[src/rtl/dram_bank_scheduler.sv]
// Open-page DRAM command scheduler: turns one request at a time into ACT/COL/PRE
// commands and slots periodic all-bank refresh (PRE of every open bank, then REF) between requests.
module dram_bank_scheduler #(
    parameter int NUM_OF_BANKS     = 8,
    parameter int NUM_OF_ROWS      = 128,
    parameter int NUM_OF_COLS      = 8,
    parameter int REFRESH_INTERVAL = 64,
    localparam int BW = (NUM_OF_BANKS > 1) ? $clog2(NUM_OF_BANKS) : 1,
    localparam int RW = (NUM_OF_ROWS > 1) ? $clog2(NUM_OF_ROWS) : 1,
    localparam int CW = (NUM_OF_COLS > 1) ? $clog2(NUM_OF_COLS) : 1
) (
    input  logic                    clk,
    input  logic                    rst_b,
    input  logic                    req_val,
    input  logic                    req_rw,
    input  logic [BW-1:0]           req_bank,
    input  logic [RW-1:0]           req_row,
    input  logic [CW-1:0]           req_col,
    output logic                    req_rdy,
    output logic                    cmd_req,
    output logic [1:0]              cmd,
    output logic [BW-1:0]           cmd_bank,
    output logic [RW-1:0]           cmd_row,
    output logic [CW-1:0]           cmd_col,
    output logic                    cmd_rw,
    input  logic                    cmd_ack,
    output logic                    done,
    output logic [NUM_OF_BANKS-1:0] bank_open,
    output logic                    refresh_busy,
    output logic                    refresh_miss
);

    localparam int CNTW = $clog2(REFRESH_INTERVAL);

    localparam logic [1:0] CMD_ACT = 2'b00;
    localparam logic [1:0] CMD_COL = 2'b01;
    localparam logic [1:0] CMD_PRE = 2'b10;
    localparam logic [1:0] CMD_REF = 2'b11;

    typedef enum logic [2:0] {
        S_IDLE = 3'd0,
        S_PRE  = 3'd1,
        S_ACT  = 3'd2,
        S_COL  = 3'd3,
        S_RPRE = 3'd4,
        S_REF  = 3'd5
    } state_t;

    state_t                  state_reg, state_next;
    logic                    rw_reg, rw_next;
    logic [BW-1:0]           bank_reg, bank_next;
    logic [RW-1:0]           row_reg, row_next;
    logic [CW-1:0]           col_reg, col_next;
    logic [NUM_OF_BANKS-1:0] bank_open_reg, bank_open_next;
    logic [CNTW-1:0]         refresh_cnt_reg, refresh_cnt_next;
    logic                    refresh_pending_reg, refresh_pending_next;
    logic                    refresh_miss_reg, refresh_miss_next;
    logic                    open_row_we;
    logic                    ref_done;
    logic                    ack;
    logic                    wrap;
    logic [RW-1:0]           open_row_arr [NUM_OF_BANKS];

    logic                    req_rdy_reg, req_rdy_next;
    logic                    cmd_req_reg, cmd_req_next;
    logic [1:0]              cmd_reg, cmd_next;
    logic [BW-1:0]           cmd_bank_reg, cmd_bank_next;
    logic [RW-1:0]           cmd_row_reg, cmd_row_next;
    logic [CW-1:0]           cmd_col_reg, cmd_col_next;
    logic                    cmd_rw_reg, cmd_rw_next;
    logic                    done_reg, done_next;
    logic                    refresh_busy_reg, refresh_busy_next;

    // An ack only counts while a command is actually being presented.
    assign ack  = cmd_ack && cmd_req_reg;
    assign wrap = (refresh_cnt_reg == CNTW'(REFRESH_INTERVAL - 1));

    function automatic logic [BW-1:0] lowest_open(input logic [NUM_OF_BANKS-1:0] v);
        logic [BW-1:0] r;
        r = '0;
        for (int i = NUM_OF_BANKS - 1; i >= 0; i--) begin
            if (v[i]) r = BW'(i);
        end
        return r;
    endfunction

    genvar gi;
    generate
        for (gi = 0; gi < NUM_OF_BANKS; gi++) begin : g_bank
            logic [RW-1:0] open_row_reg;
            always_ff @(posedge clk) begin
                if (!rst_b) begin
                    open_row_reg <= '0;
                end else if (open_row_we && (bank_reg == BW'(gi))) begin
                    open_row_reg <= row_reg;
                end
            end
            assign open_row_arr[gi] = open_row_reg;
        end
    endgenerate

    always_ff @(posedge clk) begin
        if (!rst_b) begin
            state_reg           <= S_IDLE;
            rw_reg              <= 1'b0;
            bank_reg            <= '0;
            row_reg             <= '0;
            col_reg             <= '0;
            bank_open_reg       <= '0;
            refresh_cnt_reg     <= '0;
            refresh_pending_reg <= 1'b0;
            refresh_miss_reg    <= 1'b0;
        end else begin
            state_reg           <= state_next;
            rw_reg              <= rw_next;
            bank_reg            <= bank_next;
            row_reg             <= row_next;
            col_reg             <= col_next;
            bank_open_reg       <= bank_open_next;
            refresh_cnt_reg     <= refresh_cnt_next;
            refresh_pending_reg <= refresh_pending_next;
            refresh_miss_reg    <= refresh_miss_next;
        end
    end

    always_comb begin
        state_next       = state_reg;
        rw_next          = rw_reg;
        bank_next        = bank_reg;
        row_next         = row_reg;
        col_next         = col_reg;
        bank_open_next   = bank_open_reg;
        open_row_we      = 1'b0;
        ref_done         = 1'b0;
        refresh_cnt_next = wrap ? '0 : refresh_cnt_reg + 1'b1;

        case (state_reg)
            S_IDLE: begin
                if (refresh_pending_reg) begin
                    state_next = (|bank_open_reg) ? S_RPRE : S_REF;
                end else if (req_val && req_rdy_reg) begin
                    rw_next   = req_rw;
                    bank_next = req_bank;
                    row_next  = req_row;
                    col_next  = req_col;
                    if (bank_open_reg[req_bank]) begin
                        state_next = (open_row_arr[req_bank] == req_row) ? S_COL : S_PRE;
                    end else begin
                        state_next = S_ACT;
                    end
                end
            end
            S_PRE: begin
                if (ack) begin
                    bank_open_next[bank_reg] = 1'b0;
                    state_next               = S_ACT;
                end
            end
            S_ACT: begin
                if (ack) begin
                    bank_open_next[bank_reg] = 1'b1;
                    open_row_we              = 1'b1;
                    state_next               = S_COL;
                end
            end
            S_COL: begin
                if (ack) state_next = S_IDLE;
            end
            S_RPRE: begin
                // cmd_bank_reg holds the bank whose precharge is being acknowledged.
                if (ack) begin
                    bank_open_next[cmd_bank_reg] = 1'b0;
                    if (bank_open_next == '0) state_next = S_REF;
                end
            end
            S_REF: begin
                if (ack) begin
                    ref_done   = 1'b1;
                    state_next = S_IDLE;
                end
            end
            default: state_next = S_IDLE;
        endcase

        // A wrap coinciding with the REF ack starts a fresh interval rather than a miss.
        refresh_pending_next = refresh_pending_reg && !ref_done;
        refresh_miss_next    = refresh_miss_reg;
        if (wrap) begin
            refresh_pending_next = 1'b1;
            if (refresh_pending_reg && !ref_done) refresh_miss_next = 1'b1;
        end
    end

    always_comb begin
        req_rdy_next      = (state_next == S_IDLE) && !refresh_pending_next;
        cmd_req_next      = (state_next != S_IDLE);
        refresh_busy_next = (state_next == S_RPRE) || (state_next == S_REF);
        done_next         = (state_reg == S_COL) && ack;
        cmd_next          = CMD_ACT;
        cmd_bank_next     = '0;
        cmd_row_next      = '0;
        cmd_col_next      = '0;
        cmd_rw_next       = 1'b0;

        case (state_next)
            S_PRE: begin
                cmd_next      = CMD_PRE;
                cmd_bank_next = bank_next;
            end
            S_ACT: begin
                cmd_next      = CMD_ACT;
                cmd_bank_next = bank_next;
                cmd_row_next  = row_next;
            end
            S_COL: begin
                cmd_next      = CMD_COL;
                cmd_bank_next = bank_next;
                cmd_col_next  = col_next;
                cmd_rw_next   = rw_next;
            end
            S_RPRE: begin
                cmd_next      = CMD_PRE;
                cmd_bank_next = lowest_open(bank_open_next);
            end
            S_REF: begin
                cmd_next      = CMD_REF;
            end
            default: ;
        endcase
    end

    always_ff @(posedge clk) begin
        if (!rst_b) begin
            req_rdy_reg      <= 1'b0;
            cmd_req_reg      <= 1'b0;
            cmd_reg          <= 2'b00;
            cmd_bank_reg     <= '0;
            cmd_row_reg      <= '0;
            cmd_col_reg      <= '0;
            cmd_rw_reg       <= 1'b0;
            done_reg         <= 1'b0;
            refresh_busy_reg <= 1'b0;
        end else begin
            req_rdy_reg      <= req_rdy_next;
            cmd_req_reg      <= cmd_req_next;
            cmd_reg          <= cmd_next;
            cmd_bank_reg     <= cmd_bank_next;
            cmd_row_reg      <= cmd_row_next;
            cmd_col_reg      <= cmd_col_next;
            cmd_rw_reg       <= cmd_rw_next;
            done_reg         <= done_next;
            refresh_busy_reg <= refresh_busy_next;
        end
    end

    assign req_rdy      = req_rdy_reg;
    assign cmd_req      = cmd_req_reg;
    assign cmd          = cmd_reg;
    assign cmd_bank     = cmd_bank_reg;
    assign cmd_row      = cmd_row_reg;
    assign cmd_col      = cmd_col_reg;
    assign cmd_rw       = cmd_rw_reg;
    assign done         = done_reg;
    assign bank_open    = bank_open_reg;
    assign refresh_busy = refresh_busy_reg;
    assign refresh_miss = refresh_miss_reg;

endmodule

[config.mk]
export PLATFORM = sky130hd
export DESIGN_NAME = dram_bank_scheduler
export DESIGN_NICKNAME = d
export VERILOG_FILES = /design/src/rtl/dram_bank_scheduler.sv
export SDC_FILE = /design/constraint.sdc
export NUM_CORES = 1
export LEC_CHECK = 0
export CAP_MARGIN = 20
export CORE_MARGIN = 2
export CORE_UTILIZATION = 40
export DETAILED_ROUTE_END_ITERATION = 12
export PLACE_DENSITY = 0.57
export SLEW_MARGIN = 20
export SYNTH_ARGS = -nofsm -noshare
export SYNTH_HDL_FRONTEND = slang
export SYNTH_SLANG_ARGS = --single-unit
export TNS_END_PERCENT = 10
[constraint.sdc]
create_clock -name clk -period 2.9 [get_ports clk]
set_clock_uncertainty 0.1 [all_clocks]
set_input_delay 0.435 -clock clk [delete_from_list [all_inputs] [get_ports clk]]
set_output_delay 0.435 -clock clk [all_outputs]
set_load 0.01 [all_outputs]
==> reports/results.md <==
| Metric | Value |
|---|---|
| Mapped Cells | 511 |
| Filler cell count | 1112 |
| Final max-slew violation count | 0 |
| Switching pwr | 715 µW |
| Share of power burned in the clock network | 40.1% |
| Number of warnings issued by yosys | 0 |
| Clk Latency, worst-skew pair | 350 ps |
| Starting Density | 40.8% |
| CTS Hold Buffers Added | 0 |
| Total placed instance area | 5680 µm² |
| Share of flip-flops with an asynchronous set or reset after synthesis | 0% |
| Pin count of the biggest net entering global routing | 47 |
| Max-cap violations | 0 |
| Antenna violations before repair | 0 |
| Data arrival time of the critical path | 2780 ps |
| Crit path max fanout | 12 |
| Ratio of final minimum period to clock period | 90.8% |
| RSZ-0062 raised after global routing | no |
| Fraction of final layout cells sized beyond drive strength 1 | 14.1% |
| Bufs and invs on worst path | 0 |
| Final antenna diode count | 0 |
| Slowest cell delay on critical path | 580 ps |
| Die Wd | 114 µm |
| Post-Route WL | 13000 µm |
| Number of antenna-violating nets in the routed design | 0 |
| Via count of the first global-routing pass | 3972 |
| Core ar. | 12000 µm² |
| Number of setup violations in the final report | 0 |
| Sum of overflow across all layers after global routing | 0 |
| DP Wirelength | 9240 µm |
| Number of enable-type register cells in the synthesized netlist | 0 |
| Library cell contributing the largest single delay on the critical path | or4_1 |
| Area taken by multi-input logic gates | 2520 µm² |
| Global-route wire length before repair | 21000 µm |
| Area taken by flip-flops and latches | 2180 µm² |
| Switching portion of total power | 23.4% |
| Global-route usage over all layers | 20.9% |
| Clock root cell | clkbuf_16 |
| Clock period minus final worst setup slack | 2630 ps |
| Height of the chip | 114 µm |
| Largest delay share family, worst path | simple AND/OR/NAND/NOR gates |
| Sequential power share | 51.2% |
| CTS tree | yes |
| Critical Path Source Type | flip-flop |
| Final Cell Area | 6060 µm² |
| Clock tree sinks | 109 |
| Predominant post-synthesis flop cell | dfxtp_1 |
| Die Footprint | 13100 µm² |
| Top Ports | 47 |
| Routability congestion estimate from global placement | 0.935 |
| Cts bufs inserted | 9 |
| PwrDens | 504 nW/µm² |
| Worst Setup End Kind | flip-flop |
| Pre-CTS worst setup slack | -347 ps |
| Post-route core utilization | 50.7% |
| Clock edge transition at the registers on the reported setup and hold paths | 70 ps |
| Number of design rule violations left after detail routing | 0 |
| Number of flip-flops in the largest register | 56 |
| Setup WS post-layout | 266 ps |
| Relative max-transition margin | 55.3% |
| Average detailed-routed wire length per instance | 18.0 µm |
| Routed via count | 3983 |
| Hold slack | 366 ps |
| Critical path class | reg -> reg |
| Register bit total from synthesis | 109 |
| Iteration-0 DRC count of the detailed router | 207 |
| Internal | 2340 µW |
| Min-Delay Path Class | reg -> reg |
| DR vias/cell | 5.51 |
| Relative contribution of combinational cells to total power | 8.7% |
| Post-synthesis sequential area ratio | 44.8% |
| Area grow syn2layout | 24.3% |
| Synth cell types | 56 |
| Critical path, cell by cell | nor2b_1, nand2b_1, or4_1, a31oi_1, a211oi_1, o21bai_1, mux2i_1 |
| Max VDD drop | 0.345 mV |
| Mapped Area | 4880 µm² |
| Result of the run | finished clean |
| WP data required | 3050 ps |
| Post-synth net total | 530 |
| Register-to-register path setup slack | 270 ps |
| Static power due to leakage | 0.00245 µW |
| H-Tree Level Count | 3 |
| Average size of a mapped cell | 9.54 µm² |
| FMAX | 380 MHz |
| First-pass detailed-route iteration total | 4 |
| Row cnt | 40 |
| Pin slew with the least headroom to its limit | 670 ps |
| Final count of hold timing violations | 0 |
| I/O Buffers | 46 |
| Number of nets in the finished design | 592 |
| Clock Tree Buf Depth | 2 |
## path summary, 6_finish.rpt
check / cells past startpoint / endpoint / start
max: 7 / cmd_bank[1]$_SDFF_PN0_ / state_reg[2]$_SDFF_PN0_
min: 1 / refresh_cnt_reg[0]$_SDFF_PP0_ / refresh_cnt_reg[0]$_SDFF_PP0_
max reg2reg: 7 / cmd_bank[1]$_SDFF_PN0_ / state_reg[2]$_SDFF_PN0_
min reg2reg: 1 / refresh_cnt_reg[0]$_SDFF_PP0_ / refresh_cnt_reg[0]$_SDFF_PP0_
## cell usage after synthesis, drive strengths merged (4+ instances only)
cell type	count	share of area, %
a21oi	26	2.7
and2	4	0.51
and3	4	0.51
buf	6	1.1
clkbuf	30	2.3
dfxtp	109	45
mux2i	66	14
mux4	16	7.9
nand2	37	2.8
nand2b	4	0.51
nand3	9	0.92
nor2	101	8.1
nor3b	7	1.2
nor4	4	0.64
o211ai	4	0.62
o21ai	25	2.6
xnor2	10	1.8
## area by class of cell
class / count / share of cell area, %
Multi-Input combinational cell: 363 / 41.7
Inverter: 3 / 0.186
Clock buffer: 10 / 3.94
Timing Repair Buffer: 87 / 14.4
Sequential cell: 109 / 36.0
Clock inverter: 4 / 0.805
Tap cell: 147 / 3.04
## cell usage in the layout (no fill, tap or decap), types with 7 or more instances in the layout
| cell | instances |
|---|---|
| nor2_2 | 7 |
| o21ai_0 | 25 |
| xnor2_1 | 10 |
| mux4_2 | 10 |
| mux2i_1 | 65 |
| clkdlybuf4s50_1 | 44 |
| buf_4 | 33 |
| nor2_1 | 94 |
| a21oi_1 | 26 |
| dfxtp_1 | 109 |
| nand2_1 | 37 |
| clkbuf_16 | 10 |
| nand3_1 | 9 |
## metal layers
layer,global-route usage [%],routed length (µm)
met4,7.48,294
met5,0,0
met3,5.61,537
met1,26.3,5800
met2,34.5,6360
## logic make-up (layout without fill, tap and decap cells)
| logic type | after synthesis | after routing | synth area share [%] |
|---|---|---|---|
| DFF | 109 | 109 | 44.8 |
| muxes | 82 | 82 | 21.4 |
| AOI/OAI and AO/OA | 75 | 75 | 9.16 |
| adders and majority gates | 1 | 1 | 0.257 |
| buffers and inverters | 39 | 104 | 3.67 |
| and+or+nand+nor | 193 | 193 | 18.6 |
| xor gates and xnor gates | 12 | 12 | 2.16 |
## stage by stage
step | total power, µW | setup TNS [ps] | cells
3_3_place_gp | 1840 | -3750 | 703
5_1_grt | 3160 | 0 | 723
3_5_place_dp | 1850 | -3820 | 703
2_1_floorplan | 1730 | 0 | 511
6_report | 3050 | 0 | 723
4_1_cts | 3070 | 0 | 717
## timing repair
action / CTS / global route
setup endpoints to repair: 0 / 8
setup buffers: 0 / 5
resized for setup: 0 / 5
## power by group through the flow
stage                     combinational, µW  clock (µW)  sequential (µW)
final                                   266        1220             1560
after global routing                    286        1310             1570
after CTS                               253        1250             1560
after detailed placement                252           0             1600
after global placement                  249           0             1600
after floorplan                         160           0             1570
Power figures use the tool's default switching activity.
==> edit 1 (same settings) <==
Make the reset (`rst_b`) asynchronous in 3 clocked blocks.
--- a/src/rtl/dram_bank_scheduler.sv
+++ b/src/rtl/dram_bank_scheduler.sv
@@ -88,7 +88,7 @@
     generate
         for (gi = 0; gi < NUM_OF_BANKS; gi++) begin : g_bank
             logic [RW-1:0] open_row_reg;
-            always_ff @(posedge clk) begin
+            always_ff @(posedge clk or negedge rst_b) begin
                 if (!rst_b) begin
                     open_row_reg <= '0;
                 end else if (open_row_we && (bank_reg == BW'(gi))) begin
@@ -99,7 +99,7 @@
         end
     endgenerate
 
-    always_ff @(posedge clk) begin
+    always_ff @(posedge clk or negedge rst_b) begin
         if (!rst_b) begin
             state_reg           <= S_IDLE;
             rw_reg              <= 1'b0;
@@ -229,7 +229,7 @@
         endcase
     end
 
-    always_ff @(posedge clk) begin
+    always_ff @(posedge clk or negedge rst_b) begin
         if (!rst_b) begin
             req_rdy_reg      <= 1'b0;
             cmd_req_reg      <= 1'b0;
Behaviour: differs if rst_b is asserted again (counterexample within 4 cycles, from zero or initial values and one cycle with rst_b low); with rst_b held inactive, the same outputs for 4 cycles.
==> edit 1 against the original RTL <==
- critical path depth down 1
- routed wire length down 6.1%
- setup slack worse by 15 ps
- final area up 3.4%
- synthesized area up 7.1%
- sequential cell count unchanged
- die area up 6.8%
Power is not compared: it rests on default switching activity, and its combinational part moved more than twofold at a synthesized area within 25%.
==> edit 1: results (changes against the original RTL) <==
cts_root_buffer: "clkbuf_16"
grt_pass1_vias: 3600  # -9.4%
cts_sinks: 109  # unchanged
crit_fanout: 15  # +3
worstReg2RegEnd: "cmd_bank[1]$_DFF_PN0_"
synthDistinctLibCells: 60  # +7.1%
place_inst: 635  # -9.7%
dr_wl_met2_um: 5840  # -8.2%
inverters: 14  # +11
clock_buffers: 11  # +1
clk_share_pct: 4.41  # -0.34 points
cts_hold_buf: 1  # +1
fill_cells: 1129  # +1.5%
drive_gt1_share_pct: 25.5  # +11 points
reg2reg_depth: 6  # -1
numCtsBuffers: 9  # unchanged
dp_hpwl_um: 8830  # -4.4%
hold_path_end: "refresh_miss$_DFFE_PN0P_"
syn-num-nets: 431  # -19%
gp_congestion: 0.886  # -5.3%
avgSynthCellArea_um2: 12.7  # +33%
worst_path_max_delay_cell: "or3b_2"
wirelength_met1_um: 5820  # +0.34%
worstSetupStartpoint: "state_reg[1]$_DFF_PN0_"
grtUsageTotal_pct: 18.4  # -2.5 points
r2r_start: "state_reg[1]$_DFF_PN0_"
grt_max_degree: 87  # +85%
buf_share_pct: 10.3  # -4.0 points
ys_seq_area_share_pct: 52.2  # +7.5 points
max_stage_delay_ps: 600  # +20 ps
outcome: "finished clean"
min-delay-start: "refresh_miss$_DFFE_PN0P_"
worstMarginPinSlew_ps: 588  # -81.8 ps
crit_family: "compound AO/OA/AOI/OAI gates"
async_flop_share_pct: 100  # +100 points
seq_area_share_pct: 43.5  # +7.5 points
buffers: 66  # -24%
synth.top_cells.by_count: "109 x dfrtp_1, 64 x mux2_2, 24 x mux2i_1, 16 x a21oi_1, 16 x nor2_1"
vias_per_cell: 5.41  # -1.8%
grt_use_met3_pct: 2.61  # -3.0 points
route.met3.wl_um: 359  # -33%
synth.area.top_cells: "dfrtp_1 52%, mux2_2 14%, mux2i_1 4.6%"
dieArea_um2: 14000  # +6.8%
multi_input_cells: 275  # -24%
==> edit 1: cells by family after synthesis <==
group | count (synthesis) | synth area share (%)
and+or+nand+nor | 92 | 10.5
muxes | 98 | 22.8
buffers and inverters | 28 | 2.83
xor gates and xnor gates | 8 | 1.34
adders and majority gates | 1 | 0.240
AOI/OAI and AO/OA | 76 | 10.0
DFF | 109 | 52.2
==> edit 1: through the flow <==
stage,util [%],setup slack [ps],power (mW),hold WS (ps)
3_3_place_gp,47.2,39.7,3.40,256
3_5_place_dp,47.2,-34.6,3.43,259
6_report,49.5,251,4.55,378
5_1_grt,49.5,113,4.81,398
4_1_cts,49.5,299,4.57,383
2_1_floorplan,-,676,2.89,39.4
==> edit 1: worst reg2reg max path, delay by kind of cell (launching register included) <==
kind	cells	cell delay, ps
AO/OA/AOI/OAI	4	1070
flip-flops	1	550
AND/OR/NAND/NOR	2	770
==> edit 2 (config.mk and constraints unchanged) <==
Made on the original files. The parameter `REFRESH_INTERVAL` goes from 64 to 128.
--- a/src/rtl/dram_bank_scheduler.sv
+++ b/src/rtl/dram_bank_scheduler.sv
@@ -4,7 +4,7 @@
     parameter int NUM_OF_BANKS     = 8,
     parameter int NUM_OF_ROWS      = 128,
     parameter int NUM_OF_COLS      = 8,
-    parameter int REFRESH_INTERVAL = 64,
+    parameter int REFRESH_INTERVAL = 128,
     localparam int BW = (NUM_OF_BANKS > 1) ? $clog2(NUM_OF_BANKS) : 1,
     localparam int RW = (NUM_OF_ROWS > 1) ? $clog2(NUM_OF_ROWS) : 1,
     localparam int CW = (NUM_OF_COLS > 1) ? $clog2(NUM_OF_COLS) : 1
Function: no difference found for any inputs over 4 cycles, from zero or initial values and one cycle with rst_b low; that may be too few to reach the edited logic, so the function may still have changed.
==> edit 2 against the original RTL <==
- total power decreased by 1.0%
- worst hold slack worse by 19 ps
- utilization decreased by 0.94 points
- setup slack got worse by 34 ps
- sequential cell count grew 1
- critical path depth grew 2
- non-clock buffer count decreased by 17
- via count decreased by 5.5%
- routed wire length fell by 3.2%
- final area decreased by 0.62%
- synthesized area up 2.9%
- critical path type is now primary input to flip-flop
==> edit 2: results (changes against the original RTL) <==
outcome: "finished clean"
worstPathArrival_ps: 2820  # +40 ps
die_x_um: 116  # +1.4%
worstMarginPinSlew_ps: 662  # -7.36 ps
ir_drop_uv: 227  # -34%
use_met1_pct: 29.2  # +2.9 points
crit_fanout: 13  # +1
synthDistinctLibCells: 68  # +21%
grt_pass1_wl_um: 20000  # -4.6%
dr.first_iter.drc_count: 268  # +29%
crit_type: "primary input to flip-flop"
grt_pass1_vias: 3547  # -11%
grtUsageTotal_pct: 19.7  # -1.2 points
synth.top_cells.by_count: "110 x dfxtp_1, 95 x nor2_1, 68 x mux2i_1, 37 x nand2_1, 23 x clkbuf_1"
syn-num-nets: 523  # -1.3%
r2r_slack_ps: 340  # +70 ps
leakagePower_nw: 2.29  # -6.5%
worstSetupStartpoint: "req_bank[0]"
r2r_start: "state_reg[1]$_SDFF_PN0_"
dp_hpwl_um: 8970  # -2.9%
endpoint: "cmd_row[0]$_SDFF_PN0_"
ys_seq_area_share_pct: 43.9  # -0.86 points
reg2reg_depth: 6  # -1
grt_use_met3_pct: 3.66  # -2.0 points
place_inst: 705  # +0.28%
## edit 2: cell types whose count changed in the layout (fill, tap and decap cells not counted), moves of 3 or more
cell,unedited run,this run
o21ai_0,25,2
nor2_2,7,1
mux2i_1,65,68
a21oi_1,26,15
mux4_1,6,11
nor3_1,3,6
nor3b_1,6,2
buf_4,33,20
mux4_2,10,5
o22ai_1,1,4
## edit 2: layout make-up
class                      instances  area (um2)  area share, %
inverter                           6        22.5          0.374
multi-input combinational        351        2620           43.4
tap                              168         210           3.49
sequential                       110        2200           36.6
clock inverter                     5        38.8          0.644
clock buffer                      11         243           4.03
timing repair buffer              70         691           11.5
## edit 2: worst min-delay path by stage
stage	start	to	cells after the start
after CTS	refresh_cnt_reg[0]$_SDFF_PP0_	refresh_cnt_reg[0]$_SDFF_PP0_	1
after global placement	refresh_cnt_reg[0]$_SDFF_PP0_	refresh_cnt_reg[0]$_SDFF_PP0_	1
after global routing	refresh_cnt_reg[0]$_SDFF_PP0_	refresh_cnt_reg[0]$_SDFF_PP0_	1
after floorplan	refresh_cnt_reg[0]$_SDFF_PP0_	refresh_cnt_reg[0]$_SDFF_PP0_	1
after detailed placement	refresh_cnt_reg[0]$_SDFF_PP0_	refresh_cnt_reg[0]$_SDFF_PP0_	1
final	refresh_cnt_reg[0]$_SDFF_PP0_	refresh_cnt_reg[0]$_SDFF_PP0_	1
## edit 2: routing by layer
metal,up-vias,wire length [um]
met1,1807,6330
met5,-,0
met3,14,563
li1,1862,-
met2,82,5530
met4,0,165
## edit 2: worst max-delay path, delay by kind of cell
family,cells,cell delay (ps)
AO/OA/AOI/OAI,1,410
XOR/XNOR,1,160
buffers and inverters,3,920
multiplexers,2,760
AND/OR/NAND/NOR,2,130
## edit 2: kinds of logic after synthesis
logic type	after synthesis	synth area share, %
xor gates and xnor gates	13	2.27
AOI/OAI and AO/OA	53	7.76
muxes	86	22.0
adders and majority gates	1	0.249
DFF	110	43.9
buffers and inverters	43	4.16
and+or+nand+nor	198	19.7
## edit 2: power breakdown
| part | switching (mW) | total (mW) | internal [mW] |
|---|---|---|---|
| clock network | 0.569 | 1.18 | 0.615 |
| logic | 0.141 | 0.260 | 0.119 |
| registers | 0.0431 | 1.58 | 1.53 |
| total | 0.753 | 3.02 | 2.27 |
